**src/rtl/sar_compare_search.sv**
```systemverilog
// sar_compare_search
//   Successive-approximation controller for an external magnitude comparator.
//   It drives a trial value onto the comparator "a" input and reads back GT/LT.
//   The trial is binary-searched MSB first until it converges on the unknown
//   "b" operand. At the end it reports the converged value, an equality
//   confirmation and a sticky protocol-error flag.
//
//   Parameters
//     WIDTH      operand width, 1..16
//   Ports
//     clk        rising-edge clock
//     reset      synchronous, active-high reset
//     start      search request, sampled only while idle
//     gt_in      comparator GT (trial_out > b)
//     lt_in      comparator LT (trial_out < b)
//     trial_out  value presented to the comparator
//     busy       search in progress (TEST/CHECK)
//     done       one-cycle completion pulse
//     result     converged value, held until the next accepted start
//     found      final sample showed equality
//     err        gt_in and lt_in were both seen high during this search
//
//   Build option
//     SAR_EARLY_EXIT_EN  when defined, a legal equal sample during TEST ends
//                        the search immediately and CHECK is skipped.

module sar_compare_search #(
  parameter int WIDTH = 4
) (
  input  logic             clk,
  input  logic             reset,
  input  logic             start,
  input  logic             gt_in,
  input  logic             lt_in,
  output logic [WIDTH-1:0] trial_out,
  output logic             busy,
  output logic             done,
  output logic [WIDTH-1:0] result,
  output logic             found,
  output logic             err
);

  localparam int KW = (WIDTH > 1) ? $clog2(WIDTH) : 1;
  localparam logic [WIDTH-1:0] TOP_BIT = WIDTH'(1) << (WIDTH - 1);

  typedef enum logic [1:0] {
    IDLE,
    TEST,
    CHECK,
    DONE
  } state_t;

  state_t          state;
  state_t          next_state;
  logic [KW-1:0]   k;
  logic [WIDTH-1:0] cur_bit;
  logic [WIDTH-1:0] trial_next;
  logic            equal;
  logic            illegal;

  assign equal   = ~gt_in & ~lt_in;
  assign illegal = gt_in & lt_in;

  // Bit k is cleared on GT (an illegal GT+LT sample also clears it); the next
  // lower bit is then set as the following guess. At k==0 no lower bit exists.
  always_comb begin
    cur_bit    = WIDTH'(1) << k;
    trial_next = trial_out;
    if (gt_in) begin
      trial_next = trial_next & ~cur_bit;
    end
    trial_next = trial_next | (cur_bit >> 1);
  end

  // State register
  always_ff @(posedge clk) begin
    if (reset) begin
      state <= IDLE;
    end else begin
      state <= next_state;
    end
  end

  // Next-state logic
  always_comb begin
    next_state = state;
    case (state)
      IDLE:  if (start) next_state = TEST;
      TEST: begin
`ifdef SAR_EARLY_EXIT_EN
        if (equal) begin
          next_state = DONE;
        end else if (k == '0) begin
          next_state = CHECK;
        end
`else
        if (k == '0) begin
          next_state = CHECK;
        end
`endif
      end
      CHECK: next_state = DONE;
      DONE:  next_state = IDLE;
      default: next_state = IDLE;
    endcase
  end

  // Output decode
  always_comb begin
    busy = 1'b0;
    done = 1'b0;
    case (state)
      TEST, CHECK: busy = 1'b1;
      DONE:        done = 1'b1;
      default: ;
    endcase
  end

  // Search datapath
  always_ff @(posedge clk) begin
    if (reset) begin
      trial_out <= '0;
      k         <= '0;
      result    <= '0;
      found     <= 1'b0;
      err       <= 1'b0;
    end else begin
      case (state)
        IDLE: begin
          if (start) begin
            trial_out <= TOP_BIT;
            k         <= KW'(WIDTH - 1);
            found     <= 1'b0;
            err       <= 1'b0;
          end
        end
        TEST: begin
`ifdef SAR_EARLY_EXIT_EN
          if (equal) begin
            result <= trial_out;
            found  <= 1'b1;
          end else begin
            if (illegal) err <= 1'b1;
            trial_out <= trial_next;
            if (k != '0) k <= k - KW'(1);
          end
`else
          if (illegal) err <= 1'b1;
          trial_out <= trial_next;
          if (k != '0) k <= k - KW'(1);
`endif
        end
        CHECK: begin
          if (illegal) err <= 1'b1;
          found  <= equal;
          result <= trial_out;
        end
        default: ;
      endcase
    end
  end

endmodule
```
**config.mk**
```make
export PLATFORM = sky130hd
export DESIGN_NAME = sar_compare_search
export DESIGN_NICKNAME = d
export VERILOG_FILES = /design/src/rtl/sar_compare_search.sv
export SDC_FILE = /design/constraint.sdc
export NUM_CORES = 1
export LEC_CHECK = 0
export BUFFER_PORTS_ARGS = -buffer_cell sky130_fd_sc_hd__buf_2
export CAP_MARGIN = 20
export CORE_MARGIN = 4
export CORE_UTILIZATION = 51
export CTS_CLUSTER_DIAMETER = 60
export DETAILED_ROUTE_END_ITERATION = 10
export PLACE_DENSITY_LB_ADDON = 0.15
export SYNTH_ARGS = -nofsm -noshare
export SYNTH_HDL_FRONTEND = slang
export SYNTH_SLANG_ARGS = --single-unit
export TNS_END_PERCENT = 10
```
**constraint.sdc**
```tcl
create_clock -name clk -period 1.97 [get_ports clk]
set_clock_uncertainty 0.15 [all_clocks]
set_input_delay 0.394 -clock clk [delete_from_list [all_inputs] [get_ports clk]]
set_output_delay 0.394 -clock clk [all_outputs]
set_load 0.005 [all_outputs]
```
==> flow_metrics.py, run 1 <==
metrics = {
    "floorplan": {
        "start_util_pct": 55.9,
        "top_level_ports": 17,
        "die_x_um": 46.5,
        "rows": 13,
        "chipHeight_um": 46.5,
        "core_area_um2": 1350,
        "dieArea_um2": 2160,
    },
    "hold_path": {
        "hold_path_depth": 3,
        "holdPathEnd": "err",
        "hold_class": "input port to flop",
        "worstHoldStart": "lt_in",
    },
    "finish": {
        "stdcell_area_um2": 866,
        "regArea_um2": 280,
        "multiInputGateArea_um2": 420,
        "final_cells": 113,
        "layout.nets": 112,
        "n_antenna_cell": 0,
        "layout-drive-gt1-share_pct": 25.5,
        "fillerInstances": 118,
        "final_core_util_pct": 64.1,
        "syn_to_final_growth_pct": 14.8,
    },
    "synthesis": {
        "postSynthCellCount": 81,
        "yosysUniqueCellTypes": 26,
        "synth_seq_cells": 14,
        "yosys_warnings": 0,
        "synth_area_um2": 754,
        "synth_fp_nets": 94,
        "synth_seq_area_share_pct": 37.1,
        "syn_area_per_cell_um2": 9.31,
    },
    "clocking": {
        "postCtsSetupBuffers": 0,
        "cts_inserted_buffers": 3,
        "cts.sinks": 14,
        "tritoncts": "yes",
        "cts_resized": 0,
        "root_buffer": "clkbuf_4",
        "clk_pin_slew_worst_paths_ns": 0.08,
        "htree_levels": 1,
        "holdBufCountCts": 0,
        "insertion_delay_ns": 0.28,
        "clk_path_buf_depth": 2,
    },
    "global_routing": {
        "overflow": 0,
        "grt_pass1_vias": 566,
        "grt_max_degree": 16,
        "grt_antenna_before_repair": 0,
        "grt_usage_pct": 16.6,
        "grt_pass1_wl_um": 2520,
    },
    "drt": {
        "wl_um": 1540,
        "drt_iter0_markers": 10,
        "via_per_inst": 5.54,
        "drc": 0,
        "drtAntennaViolNets": 0,
        "first_pass_iters": 4,
        "via_count": 626,
        "wl_per_cell_um": 13.6,
    },
    "critical_path": {
        "path_buf_inv": 2,
        "r2r_end": "trial_out[3]",
        "rr_startpoint": "state[0]",
        "max_stage_delay_ns": 0.40,
        "cp-start-kind": "flop",
        "rr_worst_depth": 5,
        "slowest_stage": "dfxtp_1",
        "crit_fanout": 4,
        "crit_chain": "inv_1 -> ha_1 -> buf_2",
        "cpLargestDelayFamily": "flip-flops",
        "crit_path_end_kind": "output port",
        "rrSetupSlack_ns": 0.32,
        "worstSetupPathType": "flop to output port",
        "cp.required_ns": 1.43,
        "arrival_ns": 1.25,
    },
    "sta": {
        "fmax_mhz": 556,
        "setup_ws_ns": 0.171,
        "post-route-period-util_pct": 91.3,
        "worst_pin_slew_ns": 0.345,
        "grt_setup_unrepaired": "no",
        "slew_violations": 0,
        "hold_violations": 0,
        "timing.final.crit_period_ns": 1.80,
        "setup_viol": 0,
        "slew-limit-headroom_pct": 77.0,
        "tns_ns": 0,
        "whs_ns": 0.260,
    },
    "place": {
        "placed_cells": 109,
        "dp_slack_ns": 0.348,
        "place_hpwl_um": 1160,
        "gp_congestion": 0.824,
        "port_buffers": 16,
        "place_area_um2": 830,
    },
    "run": {
        "maxCapViolations": 0,
    },
    "run_status": {
        "outcome": "completed",
    },
    "power_and_ir_drop": {
        "ir_drop_uv": 799,
        "power_density_nw_per_um2": 1360,
        "finalPower_mw": 1.18,
        "p_leak_nw": 0.384,
    },
}
final cells by class:
class | count | area share [%]
clock buffers | 4 | 4.19
inverters | 8 | 3.47
multi-input cells | 56 | 48.6
flip-flops and latches | 14 | 32.4
well taps | 15 | 2.17
repair buffers | 16 | 9.25
worst min-delay path, stage by stage:
cell and delay, ns:
buf_2 0.11, nand4_1 0.08, a21oi_1 0.06
worst max path at each step:
stage / to / slack [ns] / cells past startpoint / from
after detailed placement: trial_out[3] / 0.35 / 5 / state[0]
final: busy / 0.17 / 3 / state[0]
after global routing: busy / 0.11 / 3 / state[0]
after global placement: trial_out[3] / 0.42 / 5 / state[0]
after CTS: busy / 0.17 / 3 / state[0]
after floorplan: k[1] / 0.53 / 5 / state[0]
per-layer routing:
layer	part of all wire, %	global-route usage [%]	routed length, um	vias to the layer above
met5	0	0	0	-
met4	1.2	6.82	19	0
met1	49	22.4	759	290
li1	-	-	-	315
met3	6.2	5.08	96	4
met2	43	24.2	667	17
registers in the layout (all words and copies together) (netlist names):
name and cells:
result 4, trial_out 4, err 1, k 2, state 2, found 1
Yosys cell counts, drive strengths merged:
| library cell | instances | area (um2) |
|---|---|---|
| o211ai | 3 | 22.5 |
| nand3 | 2 | 10.0 |
| and2b | 2 | 16.3 |
| dfxtp | 14 | 280 |
| a21oi | 6 | 33.8 |
| nor2b | 1 | 6.26 |
| mux2 | 1 | 15.0 |
| a21boi | 3 | 22.5 |
| ha | 8 | 100 |
| o21ba | 1 | 10.0 |
| a211oi | 2 | 15.0 |
| buf | 3 | 23.8 |
| a311oi | 1 | 15.0 |
| nand2 | 2 | 7.51 |
| nand2b | 4 | 25.0 |
| a31oi | 1 | 6.26 |
| o31ai | 3 | 22.5 |
| o21ai | 4 | 20.0 |
| nor2 | 7 | 26.3 |
| nand4 | 1 | 6.26 |
| inv | 8 | 30.0 |
| mux2i | 4 | 40.0 |
layout by cell type (no fill, tap or decap), drive strengths merged:
master / netlist / layout
nor2b: 1 / 1
o21ai: 4 / 4
nand4: 1 / 1
a21boi: 3 / 3
a31oi: 1 / 1
nand3: 2 / 2
a21oi: 6 / 6
o211ai: 3 / 3
dfxtp: 14 / 14
nor2: 7 / 7
inv: 8 / 8
mux2: 1 / 1
and2b: 2 / 2
a311oi: 1 / 1
nand2: 2 / 2
nand2b: 4 / 4
buf: 3 / 16
o31ai: 3 / 3
o21ba: 1 / 1
ha: 8 / 8
clkbuf: 0 / 4
a211oi: 2 / 2
mux2i: 4 / 4
logic make-up after synthesis:
logic type,share of synthesized area (%)
fa+ha+maj,13.3
simple gates,12.9
flops,37.1
mux,7.30
buf+inv,7.13
compound gates,22.2
report_power, final:
| group | switching (mW) | leakage (nW) | total (mW) | internal, mW |
|---|---|---|---|---|
| Sequential | 0.0639 | 0.114 | 0.411 | 0.347 |
| Clock | 0.0951 | 0.0210 | 0.207 | 0.112 |
| Combinational | 0.312 | 0.249 | 0.559 | 0.247 |
| Total | 0.471 | 0.384 | 1.18 | 0.706 |
(Power assumes the default switching activity.)
==> inputs of run 2 (changes only) <==
--- a/config.mk
+++ b/config.mk
@@ -5,7 +5,7 @@
 export SDC_FILE = /design/constraint.sdc
 export NUM_CORES = 1
 export LEC_CHECK = 0
-export BUFFER_PORTS_ARGS = -buffer_cell sky130_fd_sc_hd__buf_2
+export BUFFER_PORTS_ARGS = -buffer_cell sky130_fd_sc_hd__clkbuf_2
 export CAP_MARGIN = 20
 export CORE_MARGIN = 4
 export CORE_UTILIZATION = 51
==> run 2 against run 1 <==
Against the previous run: setup slack better by 0.0098 ns; combinational power about the same; register-to-register slack about the same; fmax up 0.55%; cell area unchanged; largest power group unchanged; hold slack worse by 0.022 ns; sequential cell count unchanged; wire length down 1.9%; critical path depth unchanged.
==> flow_metrics.py, run 2 (synthesized netlist as in run 1, its figures left out) <==
metrics = {
    "place": {
        "port_buffers": 16,
        "place_area_um2": 830,
        "place_hpwl_um": 1140,
        "placed_cells": 109,
        "gp_congestion": 0.844,
        "dp_slack_ns": 0.337,
    },
    "power_and_ir_drop": {
        "finalPower_mw": 1.18,
        "power_density_nw_per_um2": 1360,
        "ir_drop_uv": 600,
        "p_leak_nw": 0.375,
    },
    "critical_path": {
        "crit_chain": "inv_1 -> ha_1 -> clkbuf_2",
        "crit_path_end_kind": "output port",
        "worstSetupPathType": "flop to output port",
        "slowest_stage": "dfxtp_1",
        "cp-start-kind": "flop",
        "rr_startpoint": "state[0]",
        "rr_worst_depth": 5,
        "crit_fanout": 4,
        "r2r_end": "trial_out[3]",
        "rrSetupSlack_ns": 0.32,
        "max_stage_delay_ns": 0.40,
        "cp.required_ns": 1.43,
        "arrival_ns": 1.24,
    },
    "clocking": {
        "tritoncts": "yes",
        "htree_levels": 1,
        "cts.sinks": 14,
        "insertion_delay_ns": 0.28,
        "holdBufCountCts": 0,
        "clk_path_buf_depth": 2,
        "cts_resized": 0,
        "root_buffer": "clkbuf_4",
        "postCtsSetupBuffers": 0,
        "cts_inserted_buffers": 3,
        "clk_pin_slew_worst_paths_ns": 0.08,
    },
    "floorplan": {
        "chipHeight_um": 46.5,
        "die_x_um": 46.5,
        "core_area_um2": 1350,
        "start_util_pct": 55.9,
        "rows": 13,
        "dieArea_um2": 2160,
        "top_level_ports": 17,
    },
    "finish": {
        "layout-drive-gt1-share_pct": 25.5,
        "top_regs": "result (4), trial_out (4)",
        "final_core_util_pct": 64.1,
        "fillerInstances": 114,
        "n_antenna_cell": 0,
        "final_cells": 113,
        "mostFrequentLayoutCells": "clkbuf_2, dfxtp_1, inv_1, ha_1, nor2_1",
        "final_common_cell": "clkbuf_2",
        "layout.nets": 112,
        "stdcell_area_um2": 866,
        "syn_to_final_growth_pct": 14.8,
    },
    "global_routing": {
        "overflow": 0,
        "grt_antenna_before_repair": 0,
        "grt_pass1_wl_um": 2460,
        "grt_usage_pct": 16.1,
        "grt_max_degree": 16,
        "grt_pass1_vias": 581,
    },
    "sta": {
        "worst_pin_slew_ns": 0.359,
        "slew_violations": 0,
        "slew-limit-headroom_pct": 76.0,
        "timing.final.crit_period_ns": 1.79,
        "fmax_mhz": 559,
        "whs_ns": 0.238,
        "setup_ws_ns": 0.181,
        "post-route-period-util_pct": 90.8,
        "tns_ns": 0,
        "hold_violations": 0,
        "setup_viol": 0,
        "grt_setup_unrepaired": "no",
    },
    "drt": {
        "via_count": 606,
        "first_pass_iters": 4,
        "wl_per_cell_um": 13.4,
        "via_per_inst": 5.36,
        "drtAntennaViolNets": 0,
        "drt_iter0_markers": 9,
        "drc": 0,
        "wl_um": 1510,
    },
    "run": {
        "maxCapViolations": 0,
    },
    "hold_path": {
        "holdPathEnd": "err",
        "worstHoldStart": "lt_in",
        "hold_path_depth": 3,
        "hold_class": "input port to flop",
    },
    "run_status": {
        "outcome": "completed",
    },
}
run 2: cell types whose count changed in the layout (fill, tap and decap cells not counted), sizes merged:
cell,before,now
buf,16,0
clkbuf,4,20
run 2: routing by layer:
layer / wire [um] / up-vias / part of all wire, % / track usage (%)
li1: - / 316 / - / -
met1: 755 / 271 / 50 / 21.1
met2: 669 / 15 / 44 / 23.9
met3: 62 / 4 / 4.1 / 3.91
met4: 25 / 0 / 1.7 / 8.52
met5: 0 / - / 0 / 0
run 2: critical path: cells and delay by family (launching register included):
| kind | cells | cell delay [ns] |
|---|---|---|
| flip-flops | 1 | 0.40 |
| adder cells (fa/ha/maj) | 1 | 0.35 |
| buffers and inverters | 2 | 0.22 |
run 2: worst max path at each step:
stage	slack, ns	from	to	cells past startpoint
2_1_floorplan	0.53	state[0]	k[1]	5
3_3_place_gp	0.42	state[0]	trial_out[3]	5
3_5_place_dp	0.34	state[0]	trial_out[3]	5
4_1_cts	0.17	state[0]	busy	3
5_1_grt	0.11	state[0]	busy	3
6_report	0.18	state[0]	busy	3
run 2: power by group:
group / internal, mW / switching [mW]
logic: 0.246 / 0.313
clock network: 0.112 / 0.0929
registers: 0.347 / 0.0661
run 2: cell type report:
type	count	area (um2)	share of cell area [%]
well taps	15	18.8	2.17
clock buffers	4	36.3	4.19
inverters	8	30.0	3.47
flip-flops and latches	14	280	32.4
multi-input cells	56	420	48.6
repair buffers	16	80.1	9.25
==> inputs of run 3 (changes only) <==
--- a/config.mk
+++ b/config.mk
@@ -5,6 +5,7 @@
 export SDC_FILE = /design/constraint.sdc
 export NUM_CORES = 1
 export LEC_CHECK = 0
+export ABC_AREA = 1
 export BUFFER_PORTS_ARGS = -buffer_cell sky130_fd_sc_hd__clkbuf_2
 export CAP_MARGIN = 20
 export CORE_MARGIN = 4
==> run 3 against run 2 <==
Against the previous run: non-clock buffer count unchanged; via count grew 15%; synthesized cell count grew 32%; largest power group unchanged; highest routed layer unchanged.
==> flow_metrics.py, run 3 <==
metrics = {
    "run_status": {
        "outcome": "completed",
    },
    "critical_path": {
        "arrival_ns": 1.18,
        "slowest_stage": "dfxtp_1",
        "crit_path_end_kind": "output port",
        "path_buf_inv": 2,
        "cp.required_ns": 1.43,
        "rrSetupSlack_ns": 0.50,
        "worstSetupPathType": "flop to output port",
        "crit_fanout": 4,
        "max_stage_delay_ns": 0.39,
        "cp-start-kind": "flop",
        "cpLargestDelayFamily": "flip-flops",
        "crit_chain": "inv_1 -> ha_1 -> clkbuf_2",
    },
    "synthesis": {
        "synth_area_um2": 758,
        "yosysUniqueCellTypes": 15,
        "synth_enable_flop_cells": 0,
        "postSynthCellCount": 107,
        "yosysMostFrequentCell": "nand2_1",
        "syn_area_per_cell_um2": 7.09,
        "synth.area.top_cells": "dfxtp_1, nand2_1, ha_1",
        "synth_ff_type": "dfxtp_1",
        "synth_seq_cells": 14,
        "synth_top_area_share_pct": 37.0,
        "synth_seq_area_share_pct": 37.0,
        "synth_fp_nets": 120,
        "yosys_warnings": 0,
        "async_flop_share_pct": 0,
        "synth_top_cell_by_area": "dfxtp_1",
        "ys_top_cells_by_count": "nand2_1, dfxtp_1, nor2_1, inv_1, ha_1",
    },
    "global_routing": {
        "grt_antenna_before_repair": 0,
        "grt_pass1_wl_um": 2690,
        "grt_usage_pct": 17.7,
        "grt_max_degree": 9,
        "grt_pass1_vias": 647,
        "overflow": 0,
    },
    "power_and_ir_drop": {
        "p_leak_nw": 0.446,
        "finalPower_mw": 1.23,
        "power_density_nw_per_um2": 1410,
        "ir_drop_uv": 840,
    },
    "finish": {
        "layout.nets": 140,
        "final_common_cell": "nand2_1",
        "n_antenna_cell": 0,
        "mostFrequentLayoutCells": "nand2_1, clkbuf_2, dfxtp_1",
        "layout-drive-gt1-share_pct": 26.4,
        "top_regs": "result (4), trial_out (4)",
        "final_core_util_pct": 64.8,
        "syn_to_final_growth_pct": 15.3,
        "stdcell_area_um2": 875,
    },
    "floorplan": {
        "top_level_ports": 17,
        "rows": 13,
        "chipHeight_um": 46.6,
        "core_area_um2": 1350,
        "dieArea_um2": 2170,
        "start_util_pct": 56.2,
        "die_x_um": 46.6,
    },
    "clocking": {
        "clk_path_buf_depth": 2,
        "tritoncts": "yes",
        "cts_inserted_buffers": 3,
        "root_buffer": "clkbuf_4",
        "cts.sinks": 14,
        "htree_levels": 1,
        "holdBufCountCts": 0,
        "postCtsSetupBuffers": 0,
        "insertion_delay_ns": 0.28,
        "clk_pin_slew_worst_paths_ns": 0.07,
        "cts_resized": 0,
    },
    "hold_path": {
        "hold_class": "input port to flop",
    },
    "sta": {
        "worst_pin_slew_ns": 0.246,
        "grt_setup_unrepaired": "no",
        "post-route-period-util_pct": 87.7,
        "tns_ns": 0,
        "setup_viol": 0,
        "whs_ns": 0.277,
        "fmax_mhz": 579,
        "timing.final.crit_period_ns": 1.73,
        "slew_violations": 0,
        "hold_violations": 0,
        "slew-limit-headroom_pct": 83.6,
    },
    "drt": {
        "drc": 0,
        "via_per_inst": 4.97,
        "wl_um": 1590,
        "first_pass_iters": 4,
        "drt_iter0_markers": 22,
        "drtAntennaViolNets": 0,
        "wl_per_cell_um": 11.4,
        "via_count": 696,
    },
    "place": {
        "place_hpwl_um": 1230,
        "place_area_um2": 852,
        "gp_congestion": 0.827,
        "port_buffers": 16,
    },
    "run": {
        "maxCapViolations": 0,
    },
}
==> run 3: cell types whose count changed after synthesis, moves of 4 or more <==
cell and delta:
a21oi_2 +5, nor2_1 +6, nand2_1 +28, inv_2 +6, nand2b_1 -4, mux2i_1 -4
==> run 3: area by class of cell <==
type / instances / area [um2]
Timing Repair Buffer: 16 / 80.1
Clock buffer: 3 / 22.5
Multi-Input combinational cell: 75 / 409
Fill cell: 133 / 475
Sequential cell: 14 / 280
Inverter: 17 / 63.8
Tap cell: 15 / 18.8
==> run 3: routing by layer <==
layer	vias to the layer above	wire, um	track usage (%)
met5	-	0	0
met4	0	13	5.68
met3	2	109	7.03
met2	22	713	28.0
met1	306	755	21.6
li1	366	-	-
==> run 3: worst paths after layout <==
path           end     start  cells past startpoint
max           busy  state[0]                      3
min            err     lt_in                      3
max reg2reg   k[0]  state[0]                      6
min reg2reg  found     found                      2
==> run 3: kinds of logic (layout without fill, tap and decap cells) <==
kind of cell / count (synthesis) / after routing / synth area share [%]
compound gates: 17 / 17 / 14.4
simple gates: 50 / 50 / 26.4
flops: 14 / 14 / 37.0
fa+ha+maj: 8 / 8 / 13.2
buf+inv: 18 / 36 / 9.08
==> run 3: worst min-delay path, cell delays in order <==
cell      delay [ns]
clkbuf_2        0.09
a31oi_1         0.08
nor2_1          0.10
==> run 3: where the power goes <==
part           internal (mW)  leakage, nW  switching, mW
Clock                 0.0708       0.0138         0.0865
Combinational          0.244        0.317          0.393
Sequential             0.370        0.114         0.0706
==> run 3: metrics by stage <==
step / instances / setup slack [ns]
2_1_floorplan: 107 / 0.659
3_3_place_gp: 137 / 0.572
3_5_place_dp: 137 / 0.510
4_1_cts: 140 / 0.236
5_1_grt: 140 / 0.152
6_report: 140 / 0.243
